`config.mk`:
```
export PLATFORM = sky130hd
export DESIGN_NAME = axi_dmi_flat
export DESIGN_NICKNAME = d
export VERILOG_FILES = /design/src/rtl/axi_dmi_pkg.sv /design/src/rtl/dm.sv /design/src/rtl/axi_dmi_if.sv /design/src/rtl/axi_dmi_wcapture.sv /design/src/rtl/axi_dmi.sv /design/src/flat_wrapper.sv
export SDC_FILE = /design/constraint.sdc
export NUM_CORES = 1
export LEC_CHECK = 0
export CORE_MARGIN = 2
export CORE_UTILIZATION = 38
export DETAILED_ROUTE_END_ITERATION = 8
export GPL_TIMING_DRIVEN = 0
export PLACE_DENSITY = 0.77
export SYNTH_ARGS = -nofsm -noshare
export SYNTH_HDL_FRONTEND = slang
export SYNTH_HIERARCHICAL = 1
export SYNTH_SLANG_ARGS = --single-unit
```
`constraint.sdc`:
```
create_clock -name clk -period 2 [get_ports clk]
set_input_delay 0.4 -clock clk [delete_from_list [all_inputs] [get_ports clk]]
set_output_delay 0.4 -clock clk [all_outputs]
set_load 0.05 [all_outputs]
```
`src/rtl/axi_dmi_pkg.sv`:
```
// Shared constants for the AXI-Lite to DMI responder: FSM encodings,
// AXI response codes, DMI-to-AXI response mapping and timeout limits.
package axi_dmi_pkg;

    localparam logic [2:0] ST_IDLE  = 3'd0;
    localparam logic [2:0] ST_REQ   = 3'd1;
    localparam logic [2:0] ST_RESP  = 3'd2;
    localparam logic [2:0] ST_BRESP = 3'd3;
    localparam logic [2:0] ST_RRESP = 3'd4;

    localparam logic [1:0] AXI_OKAY   = 2'b00;
    localparam logic [1:0] AXI_SLVERR = 2'b10;

    localparam logic [15:0] TIMEOUT_MAX   = 16'hFFFF;
    localparam logic [31:0] TIMEOUT_RDATA = 32'hDEAD_BEEF;

    // DMI resp 0 is success; failed, busy and the reserved code all error out.
    function automatic logic [1:0] dmi2axi_resp(input logic [1:0] resp);
        return (resp == 2'd0) ? AXI_OKAY : AXI_SLVERR;
    endfunction

endpackage

```
`src/rtl/dm.sv`:
```
// Minimal stand-in for the debug module's dm package: DMI request/response
// types and DTM op codes as seen on the DMI port.
package dm;

    typedef enum logic [1:0] {
        DTM_NOP   = 2'h0,
        DTM_READ  = 2'h1,
        DTM_WRITE = 2'h2
    } dtm_op_e;

    typedef struct packed {
        logic [6:0]  addr;
        dtm_op_e     op;
        logic [31:0] data;
    } dmi_req_t;

    typedef struct packed {
        logic [31:0] data;
        logic [1:0]  resp;
    } dmi_resp_t;

endpackage

```
`src/rtl/axi_dmi_if.sv`:
```
// AXI-Lite bus (32-bit data, 4-bit strobe) with master/slave views.
interface axi_dmi_if;

    logic [31:0] aw_addr;
    logic        aw_valid;
    logic        aw_ready;
    logic [31:0] w_data;
    logic [3:0]  w_strb;
    logic        w_valid;
    logic        w_ready;
    logic [1:0]  b_resp;
    logic        b_valid;
    logic        b_ready;
    logic [31:0] ar_addr;
    logic        ar_valid;
    logic        ar_ready;
    logic [31:0] r_data;
    logic [1:0]  r_resp;
    logic        r_valid;
    logic        r_ready;

    modport master (
        output aw_addr, aw_valid, w_data, w_strb, w_valid, b_ready,
               ar_addr, ar_valid, r_ready,
        input  aw_ready, w_ready, b_resp, b_valid, ar_ready,
               r_data, r_resp, r_valid
    );

    modport slave (
        input  aw_addr, aw_valid, w_data, w_strb, w_valid, b_ready,
               ar_addr, ar_valid, r_ready,
        output aw_ready, w_ready, b_resp, b_valid, ar_ready,
               r_data, r_resp, r_valid
    );

endinterface

```
`src/rtl/axi_dmi_wcapture.sv`:
```
// Independent AW and W holding registers; each channel is accepted on its own
// while the bridge is idle, and both are released once the B beat is taken.
module axi_dmi_wcapture #(
    parameter int unsigned DmiAddrWidth = 7
) (
    input  logic                    clk,
    input  logic                    rst_n,
    input  logic                    accept_en,
    input  logic                    clear,
    input  logic [DmiAddrWidth-1:0] aw_addr,
    input  logic                    aw_valid,
    output logic                    aw_ready,
    input  logic [31:0]             w_data,
    input  logic [3:0]              w_strb,
    input  logic                    w_valid,
    output logic                    w_ready,
    output logic                    aw_held,
    output logic                    w_held,
    output logic [DmiAddrWidth-1:0] addr_q,
    output logic [31:0]             data_q,
    output logic [3:0]              strb_q
);

    assign aw_ready = accept_en & ~aw_held;
    assign w_ready  = accept_en & ~w_held;

    always_ff @(posedge clk or negedge rst_n) begin
        if (!rst_n) begin
            aw_held <= 1'b0;
            w_held  <= 1'b0;
            addr_q  <= '0;
            data_q  <= '0;
            strb_q  <= '0;
        end else if (clear) begin
            aw_held <= 1'b0;
            w_held  <= 1'b0;
        end else begin
            if (aw_ready && aw_valid) begin
                aw_held <= 1'b1;
                addr_q  <= aw_addr;
            end
            if (w_ready && w_valid) begin
                w_held <= 1'b1;
                data_q <= w_data;
                strb_q <= w_strb;
            end
        end
    end

endmodule

```
`src/rtl/axi_dmi.sv`:
```
// AXI-Lite responder issuing one DMI request per access, one at a time.
// Define AXI_DMI_TIMEOUT_EN to abort stalled DMI accesses with SLVERR.
module axi_dmi
    import axi_dmi_pkg::*;
#(
    parameter int unsigned AddrLsb      = 2,
    parameter int unsigned DmiAddrWidth = 7
) (
    input  logic          clk,
    input  logic          rst_n,
    axi_dmi_if.slave      axilite,
    output dm::dmi_req_t  dmi_req_o,
    output logic          dmi_req_valid_o,
    input  logic          dmi_req_ready_i,
    input  dm::dmi_resp_t dmi_resp_i,
    input  logic          dmi_resp_valid_i,
    output logic          dmi_resp_ready_o
);

    logic [2:0]              state_q;
    logic                    live_q, rr_q, is_rd_q;
    logic                    aw_held, w_held;
    logic [DmiAddrWidth-1:0] waddr_q;
    logic [31:0]             wdata_q;
    logic [3:0]              wstrb_q;
    logic                    idle, wr_pending, rd_go, wr_go, contested, b_done;
    dm::dmi_req_t            req_q;
    logic                    req_valid_q, b_valid_q, r_valid_q;
    logic [1:0]              b_resp_q, r_resp_q;
    logic [31:0]             r_data_q;
    logic                    tmo_hit, fin;
    logic [1:0]              fin_resp;
    logic [31:0]             fin_data;
    logic                    unused_addr_bits;

    // live_q keeps every ready low while reset is held and for the first edge after.
    assign idle       = live_q && (state_q == ST_IDLE);
    assign wr_pending = aw_held & w_held;
    assign axilite.ar_ready = idle & ~(aw_held ^ w_held) & (~wr_pending | rr_q);
    assign rd_go      = axilite.ar_ready & axilite.ar_valid;
    assign wr_go      = idle & wr_pending & ~rd_go;
    // Round-robin only advances when a full write and a read actually compete.
    assign contested  = idle & wr_pending & axilite.ar_valid;
    assign b_done     = (state_q == ST_BRESP) & axilite.b_ready;

    assign unused_addr_bits = ^{axilite.aw_addr, axilite.ar_addr};

    axi_dmi_wcapture #(.DmiAddrWidth(DmiAddrWidth)) u_wcapture (
        .clk      (clk),
        .rst_n    (rst_n),
        .accept_en(idle),
        .clear    (b_done),
        .aw_addr  (axilite.aw_addr[AddrLsb +: DmiAddrWidth]),
        .aw_valid (axilite.aw_valid),
        .aw_ready (axilite.aw_ready),
        .w_data   (axilite.w_data),
        .w_strb   (axilite.w_strb),
        .w_valid  (axilite.w_valid),
        .w_ready  (axilite.w_ready),
        .aw_held  (aw_held),
        .w_held   (w_held),
        .addr_q   (waddr_q),
        .data_q   (wdata_q),
        .strb_q   (wstrb_q)
    );

`ifdef AXI_DMI_TIMEOUT_EN
    logic [15:0] tmo_q;
    logic        drain_q;

    assign tmo_hit = (tmo_q == TIMEOUT_MAX);
    // One idle cycle of resp_ready swallows a response that shows up after abort.
    assign dmi_resp_ready_o = (state_q == ST_RESP) | (idle & drain_q);

    always_ff @(posedge clk or negedge rst_n) begin
        if (!rst_n) begin
            tmo_q   <= '0;
            drain_q <= 1'b0;
        end else begin
            tmo_q <= (state_q == ST_REQ || state_q == ST_RESP) ? tmo_q + 16'd1 : '0;
            if (tmo_hit && (state_q == ST_REQ || state_q == ST_RESP))
                drain_q <= 1'b1;
            else if (state_q == ST_IDLE)
                drain_q <= 1'b0;
        end
    end
`else
    assign tmo_hit = 1'b0;
    assign dmi_resp_ready_o = (state_q == ST_RESP);
`endif

    always_comb begin
        fin      = 1'b0;
        fin_resp = AXI_SLVERR;
        fin_data = TIMEOUT_RDATA;
        if (state_q == ST_RESP && dmi_resp_valid_i) begin
            fin      = 1'b1;
            fin_resp = dmi2axi_resp(dmi_resp_i.resp);
            fin_data = dmi_resp_i.data;
        end else if (tmo_hit && ((state_q == ST_REQ && !dmi_req_ready_i) ||
                                 state_q == ST_RESP)) begin
            fin = 1'b1;
        end
    end

    always_ff @(posedge clk or negedge rst_n) begin
        if (!rst_n) begin
            state_q     <= ST_IDLE;
            live_q      <= 1'b0;
            rr_q        <= 1'b0;
            is_rd_q     <= 1'b0;
            req_q       <= '0;
            req_valid_q <= 1'b0;
            b_valid_q   <= 1'b0;
            b_resp_q    <= AXI_OKAY;
            r_valid_q   <= 1'b0;
            r_resp_q    <= AXI_OKAY;
            r_data_q    <= '0;
        end else begin
            live_q <= 1'b1;
            if (contested) rr_q <= ~rr_q;
            case (state_q)
                ST_IDLE: begin
                    if (rd_go) begin
                        req_q       <= '{addr: axilite.ar_addr[AddrLsb +: DmiAddrWidth],
                                         op: dm::DTM_READ, data: '0};
                        req_valid_q <= 1'b1;
                        is_rd_q     <= 1'b1;
                        state_q     <= ST_REQ;
                    end else if (wr_go) begin
                        is_rd_q <= 1'b0;
                        if (wstrb_q != 4'hF) begin
                            b_resp_q  <= AXI_SLVERR;
                            b_valid_q <= 1'b1;
                            state_q   <= ST_BRESP;
                        end else begin
                            req_q       <= '{addr: waddr_q, op: dm::DTM_WRITE, data: wdata_q};
                            req_valid_q <= 1'b1;
                            state_q     <= ST_REQ;
                        end
                    end
                end
                ST_REQ: begin
                    if (dmi_req_ready_i) begin
                        req_valid_q <= 1'b0;
                        state_q     <= ST_RESP;
                    end
                end
                ST_RESP: ;
                ST_BRESP: begin
                    if (axilite.b_ready) begin
                        b_valid_q <= 1'b0;
                        state_q   <= ST_IDLE;
                    end
                end
                ST_RRESP: begin
                    if (axilite.r_ready) begin
                        r_valid_q <= 1'b0;
                        state_q   <= ST_IDLE;
                    end
                end
                default: state_q <= ST_IDLE;
            endcase
            if (fin) begin
                req_valid_q <= 1'b0;
                if (is_rd_q) begin
                    r_data_q  <= fin_data;
                    r_resp_q  <= fin_resp;
                    r_valid_q <= 1'b1;
                    state_q   <= ST_RRESP;
                end else begin
                    b_resp_q  <= fin_resp;
                    b_valid_q <= 1'b1;
                    state_q   <= ST_BRESP;
                end
            end
        end
    end

    assign dmi_req_o       = req_q;
    assign dmi_req_valid_o = req_valid_q;
    assign axilite.b_valid = b_valid_q;
    assign axilite.b_resp  = b_resp_q;
    assign axilite.r_valid = r_valid_q;
    assign axilite.r_resp  = r_resp_q;
    assign axilite.r_data  = r_data_q;

endmodule
```
`src/flat_wrapper.sv`:
```
// flat-port wrapper written by rule: the top's interface ports become plain ports
module axi_dmi_flat import axi_dmi_pkg::*;
#(
    parameter int unsigned AddrLsb      = 2,
    parameter int unsigned DmiAddrWidth = 7
)
  (clk, rst_n, dmi_req_o, dmi_req_valid_o, dmi_req_ready_i, dmi_resp_i, dmi_resp_valid_i, dmi_resp_ready_o, axilite_aw_addr, axilite_aw_valid, axilite_w_data, axilite_w_strb, axilite_w_valid, axilite_b_ready, axilite_ar_addr, axilite_ar_valid, axilite_r_ready, axilite_aw_ready, axilite_w_ready, axilite_b_resp, axilite_b_valid, axilite_ar_ready, axilite_r_data, axilite_r_resp, axilite_r_valid);
  axi_dmi_if axilite_i ();
  input  logic clk;
  input  logic rst_n;
  output dm::dmi_req_t dmi_req_o;
  output logic dmi_req_valid_o;
  input  logic dmi_req_ready_i;
  input  dm::dmi_resp_t dmi_resp_i;
  input  logic dmi_resp_valid_i;
  output logic dmi_resp_ready_o;
  input wire logic [$bits(axilite_i.aw_addr)-1:0] axilite_aw_addr;
  input wire logic [$bits(axilite_i.aw_valid)-1:0] axilite_aw_valid;
  input wire logic [$bits(axilite_i.w_data)-1:0] axilite_w_data;
  input wire logic [$bits(axilite_i.w_strb)-1:0] axilite_w_strb;
  input wire logic [$bits(axilite_i.w_valid)-1:0] axilite_w_valid;
  input wire logic [$bits(axilite_i.b_ready)-1:0] axilite_b_ready;
  input wire logic [$bits(axilite_i.ar_addr)-1:0] axilite_ar_addr;
  input wire logic [$bits(axilite_i.ar_valid)-1:0] axilite_ar_valid;
  input wire logic [$bits(axilite_i.r_ready)-1:0] axilite_r_ready;
  output wire logic [$bits(axilite_i.aw_ready)-1:0] axilite_aw_ready;
  output wire logic [$bits(axilite_i.w_ready)-1:0] axilite_w_ready;
  output wire logic [$bits(axilite_i.b_resp)-1:0] axilite_b_resp;
  output wire logic [$bits(axilite_i.b_valid)-1:0] axilite_b_valid;
  output wire logic [$bits(axilite_i.ar_ready)-1:0] axilite_ar_ready;
  output wire logic [$bits(axilite_i.r_data)-1:0] axilite_r_data;
  output wire logic [$bits(axilite_i.r_resp)-1:0] axilite_r_resp;
  output wire logic [$bits(axilite_i.r_valid)-1:0] axilite_r_valid;
  assign axilite_i.aw_addr = axilite_aw_addr;
  assign axilite_i.aw_valid = axilite_aw_valid;
  assign axilite_i.w_data = axilite_w_data;
  assign axilite_i.w_strb = axilite_w_strb;
  assign axilite_i.w_valid = axilite_w_valid;
  assign axilite_i.b_ready = axilite_b_ready;
  assign axilite_i.ar_addr = axilite_ar_addr;
  assign axilite_i.ar_valid = axilite_ar_valid;
  assign axilite_i.r_ready = axilite_r_ready;
  assign axilite_aw_ready = axilite_i.aw_ready;
  assign axilite_w_ready = axilite_i.w_ready;
  assign axilite_b_resp = axilite_i.b_resp;
  assign axilite_b_valid = axilite_i.b_valid;
  assign axilite_ar_ready = axilite_i.ar_ready;
  assign axilite_r_data = axilite_i.r_data;
  assign axilite_r_resp = axilite_i.r_resp;
  assign axilite_r_valid = axilite_i.r_valid;
  axi_dmi #(.AddrLsb(AddrLsb), .DmiAddrWidth(DmiAddrWidth)) u_core (.clk(clk), .rst_n(rst_n), .axilite(axilite_i), .dmi_req_o(dmi_req_o), .dmi_req_valid_o(dmi_req_valid_o), .dmi_req_ready_i(dmi_req_ready_i), .dmi_resp_i(dmi_resp_i), .dmi_resp_valid_i(dmi_resp_valid_i), .dmi_resp_ready_o(dmi_resp_ready_o));
endmodule
```
==> impl_metrics.ini, run 1 <==
[timing]
hold_slack_ps = 489
finalWorstSetupSlack_ps = -98.0
worst_pin_slew_ps = 710
post-route-min-period_ps = 2100
finalMaxSlewViolations = 0
finalSetupViolCount = 21
period_share_pct = 105
finalHoldViolCount = 0
fmax_ghz = 0.477
slew_headroom_pct = 52.4
finClkSkew_ps = 6.66
fin_tns_setup_ps = -410
rsz0062_at_grt = yes

[worst_setup_path]
cp_slowest_stage_delay_ps = 430
cp_cell_sequence = or2_4 -> nand3b_4 -> clkinv_4 -> nor2b_4 -> buf_8
startpoint_type = flip-flop
cp.arrival_ps = 1700
slowest_stage = dfrtp_2
endpoint_kind = output port
path_delay_family = simple AND/OR/NAND/NOR gates
critPathRequiredTime_ps = 1600
critPathKind = reg2out
path_buf_inv = 2
crit_fanout = 6

[cts]
cts_tree = built
cts_buffers = 17
clk_pin_slew_worst_paths_ps = 60
clockBufferDepth = 2
clockRootBuffer = clkbuf_16
clkLatencyLatePin_ps = 400
htree_levels = 4
clock-sinks = 130

[synth]
synth.area.top_cells = dfrtp_1 (62%), mux2_2 (9.8%), mux2_4 (8.5%), a22o_1 (5.3%), buf_6 (1.5%)
synth-seq-cells = 130
synth_common_cells = dfrtp_1 (130), mux2_2 (46), a22o_1 (32)
ys_seq_area_share_pct = 61.7
synth_largest_area_cell = dfrtp_1
synthesis.nets = 486
synth_cells = 342
synth_ff_type = dfrtp_1
yosysWarnings = 6
syn_area_um2 = 5270
synth_top_area_share_pct = 61.7
avgSynthCellArea_um2 = 15.4
synth-edff-count = 0
synth.distinct_cells = 46
yosysMostFrequentCell = dfrtp_1
async_flop_share_pct = 100

[floorplan]
num_io_pins = 227
dieArea_um2 = 14800
dieWidth_um = 122
initial_utilization_pct = 38.4
core-area_um2 = 13700
num_rows = 43
die_h_um = 122

[power_and_ir_drop]
p_sw_share_pct = 37.0
peakVddDrop_mv = 1.12
total_power_mw = 13.2
p_leak_nw = 4.37
clock_power_share_pct = 24.7
p_switching_mw = 4.87
intPower_mw = 8.29
combPwrFrac_pct = 43.0
seqPwrFrac_pct = 32.3
p_per_area_nw_per_um2 = 1580

[cells_and_area]
multi_input_area_um2 = 1900
diodes = 0
fin_nets = 697
drive_above_1_share_pct = 29.2
regArea_um2 = 3260
final.fill_count = 1059
area_delta_synth_final_pct = 58.2

[placement]
dp_hpwl_um = 8990
place_congestion = 0.762
io_buffers = 175

[job]
max_cap_viol_count = 0

[detailed_routing]
drc = 0
wl_um = 13400
drtIter0Drc = 189
wl_per_cell_um = 18.0
vias_per_cell = 4.90
dr.pass1.iters = 6
vias = 3652
detail-route-antenna-nets = 0

[global_route]
grt_pass1_wl_um = 20100
gr-total-overflow = 0
first_global_vias = 3893
grt_max_degree = 72
antenna_found_initial = 0
track_usage_pct = 17.6

[outcome]
violations = setup timing
status = complete, but fails checks

[hold_path]
min_path_type = reg2reg
==> registers in the layout, indices dropped and copies added (netlist names), 2 cells and up <==
register and cells:
u_core/u_wcapture/strb_q 4, u_core/axilite.r_data 32, u_core/dmi_req_o 41, u_core/axilite.b_resp 2, u_core/state_q 3, u_core/u_wcapture/data_q 32
u_core/u_wcapture/addr_q 7
==> layer usage <==
metal	part of all wire, %	track usage (%)	wire length, um	up-vias
met1	42	21.8	5600	1869
met4	0.86	4.96	115	0
li1	-	-	-	1671
met5	0	0	0	-
met3	4.6	5.24	611	10
met2	53	29.8	7070	102
==> through the flow <==
stage	cells	setup WS, ps	util (%)	cell area [um2]
floorplan	342	21.8	-	5280
global placement	697	-4350	52.9	7260
detailed placement	698	-374	53.1	7280
CTS	742	-144	58.8	8070
global route	746	-156	60.7	8330
finish	746	-98.0	60.7	8330
==> cells by family (layout without fill, tap and decap cells) <==
group           after synthesis  count (layout)  share of synthesized area, %
compound gates               60              60                          9.45
xor+xnor                      1               1                         0.166
fa+ha+maj                     1               1                         0.237
buf+inv                      24             248                          4.01
flops                       130             130                          61.7
mux                          77              77                          18.6
other cells                   2               2                         0.143
simple gates                 47              47                          5.68
==> cells in the final DEF (no fill, tap or decap), types with 6 or more instances in the layout <==
master           instances
dfrtp_1                127
clkdlybuf4s50_1        104
dlymetal6s2s_1          48
mux2_4                  41
mux2_2                  35
a22o_1                  32
clkbuf_16               21
dlygate4sd2_1           18
buf_6                   10
buf_4                   10
and2_1                   8
nor2_1                   7
nand2_1                  7
a221o_1                  7
buf_2                    6
a21oi_1                  6
==> area by class of cell <==
type / instances / area share, %
inverters: 5 / 0.285
clock inverters: 13 / 2.21
flip-flops and latches: 130 / 39.1
plain buffers: 17 / 2.22
repair buffers: 194 / 25.4
clock buffers: 19 / 5.32
well taps: 180 / 2.70
multi-input cells: 188 / 22.8
==> worst paths after layout <==
| path | start | to | slack (ps) | cells past startpoint |
|---|---|---|---|---|
| setup / recovery | u_core/state_q[1] | axilite_aw_ready | -100 | 5 |
| hold / removal | u_core/axilite.b_resp[0] | u_core/axilite.b_resp[0] | 490 | 1 |
| setup reg to reg | u_core/state_q[1] | u_core/u_wcapture/addr_q[5] | -30 | 8 |
| hold reg to reg | u_core/axilite.b_resp[0] | u_core/axilite.b_resp[0] | 490 | 1 |
| max in group asynchronous | rst_n | u_core/state_q[1] | 690 | 3 |
| min in group asynchronous | rst_n | u_core/dmi_req_o[14] | 530 | 2 |
==> power groups by stage <==
stage	registers [mW]	clock network [mW]	logic (mW)
after floorplan	5.93	0	1.96
after global placement	4.20	0	5.31
after detailed placement	4.27	0	5.42
after CTS	4.25	3.33	5.57
after global routing	4.37	3.46	5.94
final	4.25	3.25	5.66
==> worst register-to-register path, stage by stage (launching register included) <==
cell and delay [ps]:
dfrtp_2 430, or2_4 270, nand3b_4 200, clkinv_4 90, buf_4 100, buf_4 100, and4bb_2 240, buf_6 150
mux2_4 310
==> repair_timing <==
| item | in CTS | in global routing |
|---|---|---|
| setup endpoints to repair | 76 | 128 |
| setup buffers | 10 | 4 |
| pin swaps | 3 | 2 |
| resized for setup | 53 | 80 |
| gates cloned | 1 | 5 |
| endpoints found under the hold margin | 59 | 0 |
| hold buffers | 1 | 0 |
No activity file was read; power rests on OpenSTA's default activity.
==> run 2: changes to the inputs <==
--- a/config.mk
+++ b/config.mk
@@ -9,7 +9,7 @@
 export CORE_UTILIZATION = 38
 export DETAILED_ROUTE_END_ITERATION = 8
 export GPL_TIMING_DRIVEN = 0
-export PLACE_DENSITY = 0.77
+export PLACE_DENSITY = 0.81
 export SYNTH_ARGS = -nofsm -noshare
 export SYNTH_HDL_FRONTEND = slang
 export SYNTH_HIERARCHICAL = 1
==> impl_metrics.ini, run 2 (synthesis gave the netlist of run 1 again) <==
[outcome]
status = complete, but fails checks
violations = setup timing

[power_and_ir_drop]
peakVddDrop_mv = 0.964
p_leak_nw = 4.18
total_power_mw = 13.0
p_per_area_nw_per_um2 = 1610

[cts]
clock-sinks = 130
clk_pin_slew_worst_paths_ps = 60
cts_buffers = 17
clkLatencyLatePin_ps = 410
htree_levels = 4
clockRootBuffer = clkbuf_16
cts_tree = built
clockBufferDepth = 2

[global_route]
grt_max_degree = 72
track_usage_pct = 17.8
gr-total-overflow = 0
antenna_found_initial = 0
grt_pass1_wl_um = 20300
first_global_vias = 3955

[timing]
period_share_pct = 101
slew_headroom_pct = 62.9
fmax_ghz = 0.497
finalWorstSetupSlack_ps = -14.0
rsz0062_at_grt = yes
finClkSkew_ps = 6.08
finalSetupViolCount = 2
post-route-min-period_ps = 2010
worst_pin_slew_ps = 557
finalMaxSlewViolations = 0
finalHoldViolCount = 0

[detailed_routing]
vias_per_cell = 4.96
vias = 3654
dr.pass1.iters = 4
wl_um = 12900
drtIter0Drc = 182
detail-route-antenna-nets = 0
drc = 0
wl_per_cell_um = 17.5

[cells_and_area]
final_common_cell = dfrtp_1
drive_above_1_share_pct = 27.7
final.fill_count = 1099
largest_reg_flops = 41
diodes = 0
area_delta_synth_final_pct = 53.5
multi_input_area_um2 = 1860
final_cell_mix = dfrtp_1 (128), clkdlybuf4s50_1 (102), mux2_2 (46), dlymetal6s2s_1 (43), a22o_1 (32)
regArea_um2 = 3260
fin_nets = 687

[worst_setup_path]
r2r_cells = 6
regToRegStartpoint = u_core/u_wcapture/aw_held
endpoint_kind = output port
startpoint_type = flip-flop
cp.arrival_ps = 1610
critPathKind = reg2out
crit_fanout = 4
critPathRequiredTime_ps = 1600
r2r_end = u_core/dmi_req_o[39]
reg2reg_slack_ps = 80

[floorplan]
die_h_um = 122
initial_utilization_pct = 38.4
core-area_um2 = 13700
dieArea_um2 = 14800
dieWidth_um = 122
num_rows = 43
num_io_pins = 227

[hold_path]
hold_path_startpoint = u_core/dmi_req_o[32]
holdPathStages = 1
min_to = u_core/dmi_req_o[32]
min_path_type = reg2reg

[placement]
io_buffers = 175
place_ws_ps = -387
place_congestion = 0.760
dp_hpwl_um = 9080

[job]
max_cap_viol_count = 0
## run 2: routing by layer
layer  vias to the layer above  GRT usage, %  routed length [um]
li1                       1659             -                   -
met1                      1874          21.6                5260
met2                       106          30.4                6830
met3                        15          4.07                 561
met4                         0          7.69                 215
met5                         -             0                   0
## run 2: critical path: stages (launching register included)
cell and delay [ps]:
dfrtp_2 400, or2_4 230, nand3b_4 200, clkinv_4 80, nor2b_4 150, buf_8 150
## run 2: worst max path at each step
stage	startpoint	endpoint	slack (ps)	depth (start not counted)
after detailed placement	u_core/state_q[0]	axilite_aw_ready	-390	6
after global placement	rst_n	u_core/axilite.r_data[6]	-4400	1
after CTS	u_core/state_q[0]	axilite_aw_ready	-40	5
after global routing	u_core/state_q[1]	axilite_w_ready	-100	5
final	u_core/state_q[0]	axilite_w_ready	-10	5
after floorplan	u_core/state_q[0]	axilite_ar_ready	20	4
## run 2: report_power, final
group | total (mW) | internal [mW] | switching [mW]
Clock | 3.25 | 2.11 | 1.14
Sequential | 4.22 | 3.65 | 0.571
Combinational | 5.51 | 2.37 | 3.14
Total | 13.0 | 8.13 | 4.85
## run 2: through the flow
stage	cells	setup TNS (ps)	instance area (um2)	util, %	hold slack, ps
2_1_floorplan	342	0	5280	-	104
3_3_place_gp	697	-582270	7260	52.9	466
3_5_place_dp	698	-15800	7280	53.1	411
4_1_cts	737	-93.0	7960	58.0	491
5_1_grt	736	-230	8090	59.0	506
6_report	736	-24.9	8090	59.0	483
## run 2: what timing repair did
item                                   4_1_cts  5_1_grt
endpoints found under the hold margin       59        0
setup buffers                                7        0
hold buffers                                 1        0
pin swaps                                    2        1
gates resized for setup                     57       51
setup endpoints to repair                   74      119
## run 2: layout make-up
cell class / instances / area share [%]
Sequential cell: 130 / 40.3
Timing Repair Buffer: 184 / 23.8
Multi-Input combinational cell: 188 / 23.1
Clock buffer: 18 / 5.43
Tap cell: 180 / 2.78
Clock inverter: 14 / 2.31
Buffer: 17 / 2.12
Inverter: 5 / 0.294
==> RTL edit (settings of run 1) <==
Add a define of `AXI_DMI_TIMEOUT_EN`.
--- a/src/rtl/axi_dmi.sv
+++ b/src/rtl/axi_dmi.sv
@@ -1,4 +1,6 @@
 // AXI-Lite responder issuing one DMI request per access, one at a time.
 // Define AXI_DMI_TIMEOUT_EN to abort stalled DMI accesses with SLVERR.
+`define AXI_DMI_TIMEOUT_EN
+
 module axi_dmi
     import axi_dmi_pkg::*;
Formal check against the unedited RTL: same outputs for any inputs over 4 cycles, from zero or initial values and one cycle with rst_n low; that may be too few to reach the edited logic, so the function may still have changed.
==> RTL edit against run 1 <==
The flow still finishes with violations (negative setup slack). Synthesized area rose by 20%. Clock skew rose by 4.7 ps. Global-route usage rose by 0.57 points. Maximum frequency fell by 0.58%. Final area rose by 14%. Sequential power rose by 13%. Sequential cell count rose by 17. Die area rose by 19%. Wire length rose by 22%. Setup slack got worse by 12 ps. Clock power fell by 5%. Total power rose by 15%. Critical path type is now register to register. Critical endpoint is now u_core/u_wcapture/data_q[23].
==> RTL edit: results (changes against run 1) <==
fin util = 0.577 (was 0.607)
Avg Inst Size Synth = 10.9 sq um (was 15.4 sq um)
Leakage = 4.84 nW (was 4.37 nW)
GRT Total Usage = 0.182 (was 0.176)
maximum vdd drop = 0.000769 V (was 0.00112 V)
Yosys cell types = 55 (was 46)
Seq/Total Area, Yosys = 0.583 (was 0.617)
DP Worst Slack = -450 ps (was -374 ps)
Hold Path Depth = 2 (was 1)
Net Sw Frac = 0.419 (was 0.370)
HPWL Detailed = 10800 microns (was 8990 microns)
first-pass GRT wire length = 25600 microns (was 20100 microns)
Pwr Total = 15.1 mW (was 13.2 mW)
Setup-failing EPs final = 33 (was 21)
crit-path max FO = 10 (was 6)
Worst Clk Skew = 11.4 ps (was 6.66 ps)
run status = complete, but fails checks (unchanged)
failing checks = negative setup slack (unchanged)
most frequent cells after synthesis = 147 x dfrtp_1, 129 x nand2_1, 50 x nor2_1, 46 x nand3_1, 30 x mux2_4 (was 130 x dfrtp_1, 46 x mux2_2, 32 x a22o_1, 30 x mux2_4, 8 x and2_1)
largest net degree at the start of global routing = 91 (was 72)
drt first pass iters = 4 (was 6)
final critical-path setup slack = -110 ps (was -98.0 ps)
RD Place Congestion = 0.836 (was 0.762)
clk_lat worst skew = 420 ps (was 400 ps)
aggregate routed wire length = 16400 microns (was 13400 microns)
Setup TNS Final = -2570 ps (was -410 ps)
vias in the first global route = 5089 (was 3893)
logic gate share of total power = 0.477 (was 0.430)
[RTL edit: cell types whose count changed in the layout (fill, tap and decap cells not counted), moves of 20 or more]
| cell | change |
|---|---|
| dfrtp_1 | +20 |
| mux2_2 | -24 |
| o21ai_1 | +29 |
| nand2_1 | +121 |
| nor2_1 | +42 |
| nand3_1 | +42 |
| buf_4 | +21 |
| a22o_1 | -32 |
[RTL edit: kinds of logic after synthesis]
family                     count (synthesis)  share of synthesized area
xor gates and xnor gates                  12                     0.0166
adders and majority gates                  2                    0.00396
other                                      2                    0.00119
muxes                                     45                     0.0979
and+or+nand+nor                          262                      0.188
DFF                                      147                      0.583
buffers and inverters                     38                     0.0400
AOI/OAI and AO/OA                         73                     0.0696
[RTL edit: per-layer routing]
metal  track usage  vias to the layer above  wire length (microns)
met1         0.238                     2460                   7350
met5             0                        -                      0
met3        0.0349                       32                    645
met4        0.0830                        0                    475
met2         0.292                      124                   7930
li1              -                     2404                      -
[RTL edit: path summary, 6_finish.rpt]
path                                      start                            to  slack, ps
hold / removal             u_core/dmi_req_o[22]          u_core/dmi_req_o[22]        460
setup / recovery              u_core/state_q[0]  u_core/u_wcapture/data_q[23]       -110
setup reg to reg              u_core/state_q[0]  u_core/u_wcapture/data_q[23]       -110
max in group asynchronous                 rst_n      u_core/axilite.r_data[0]        630
hold reg to reg            u_core/dmi_req_o[22]          u_core/dmi_req_o[22]        460
min in group asynchronous                 rst_n          u_core/dmi_req_o[15]        530
[RTL edit: final cells by class]
cell class	instances	share of cell area
sequential	147	0.388
multi-input combinational	396	0.266
timing repair buffer	207	0.227
clock buffer	21	0.0507
tap	220	0.0291
buffer	30	0.0255
clock inverter	11	0.0108
inverter	6	0.00264
[RTL edit: worst min-delay path, stage by stage (launching register included)]
cell and delay [ps]:
dfrtp_1 330, nand2_1 50, nand2_1 50
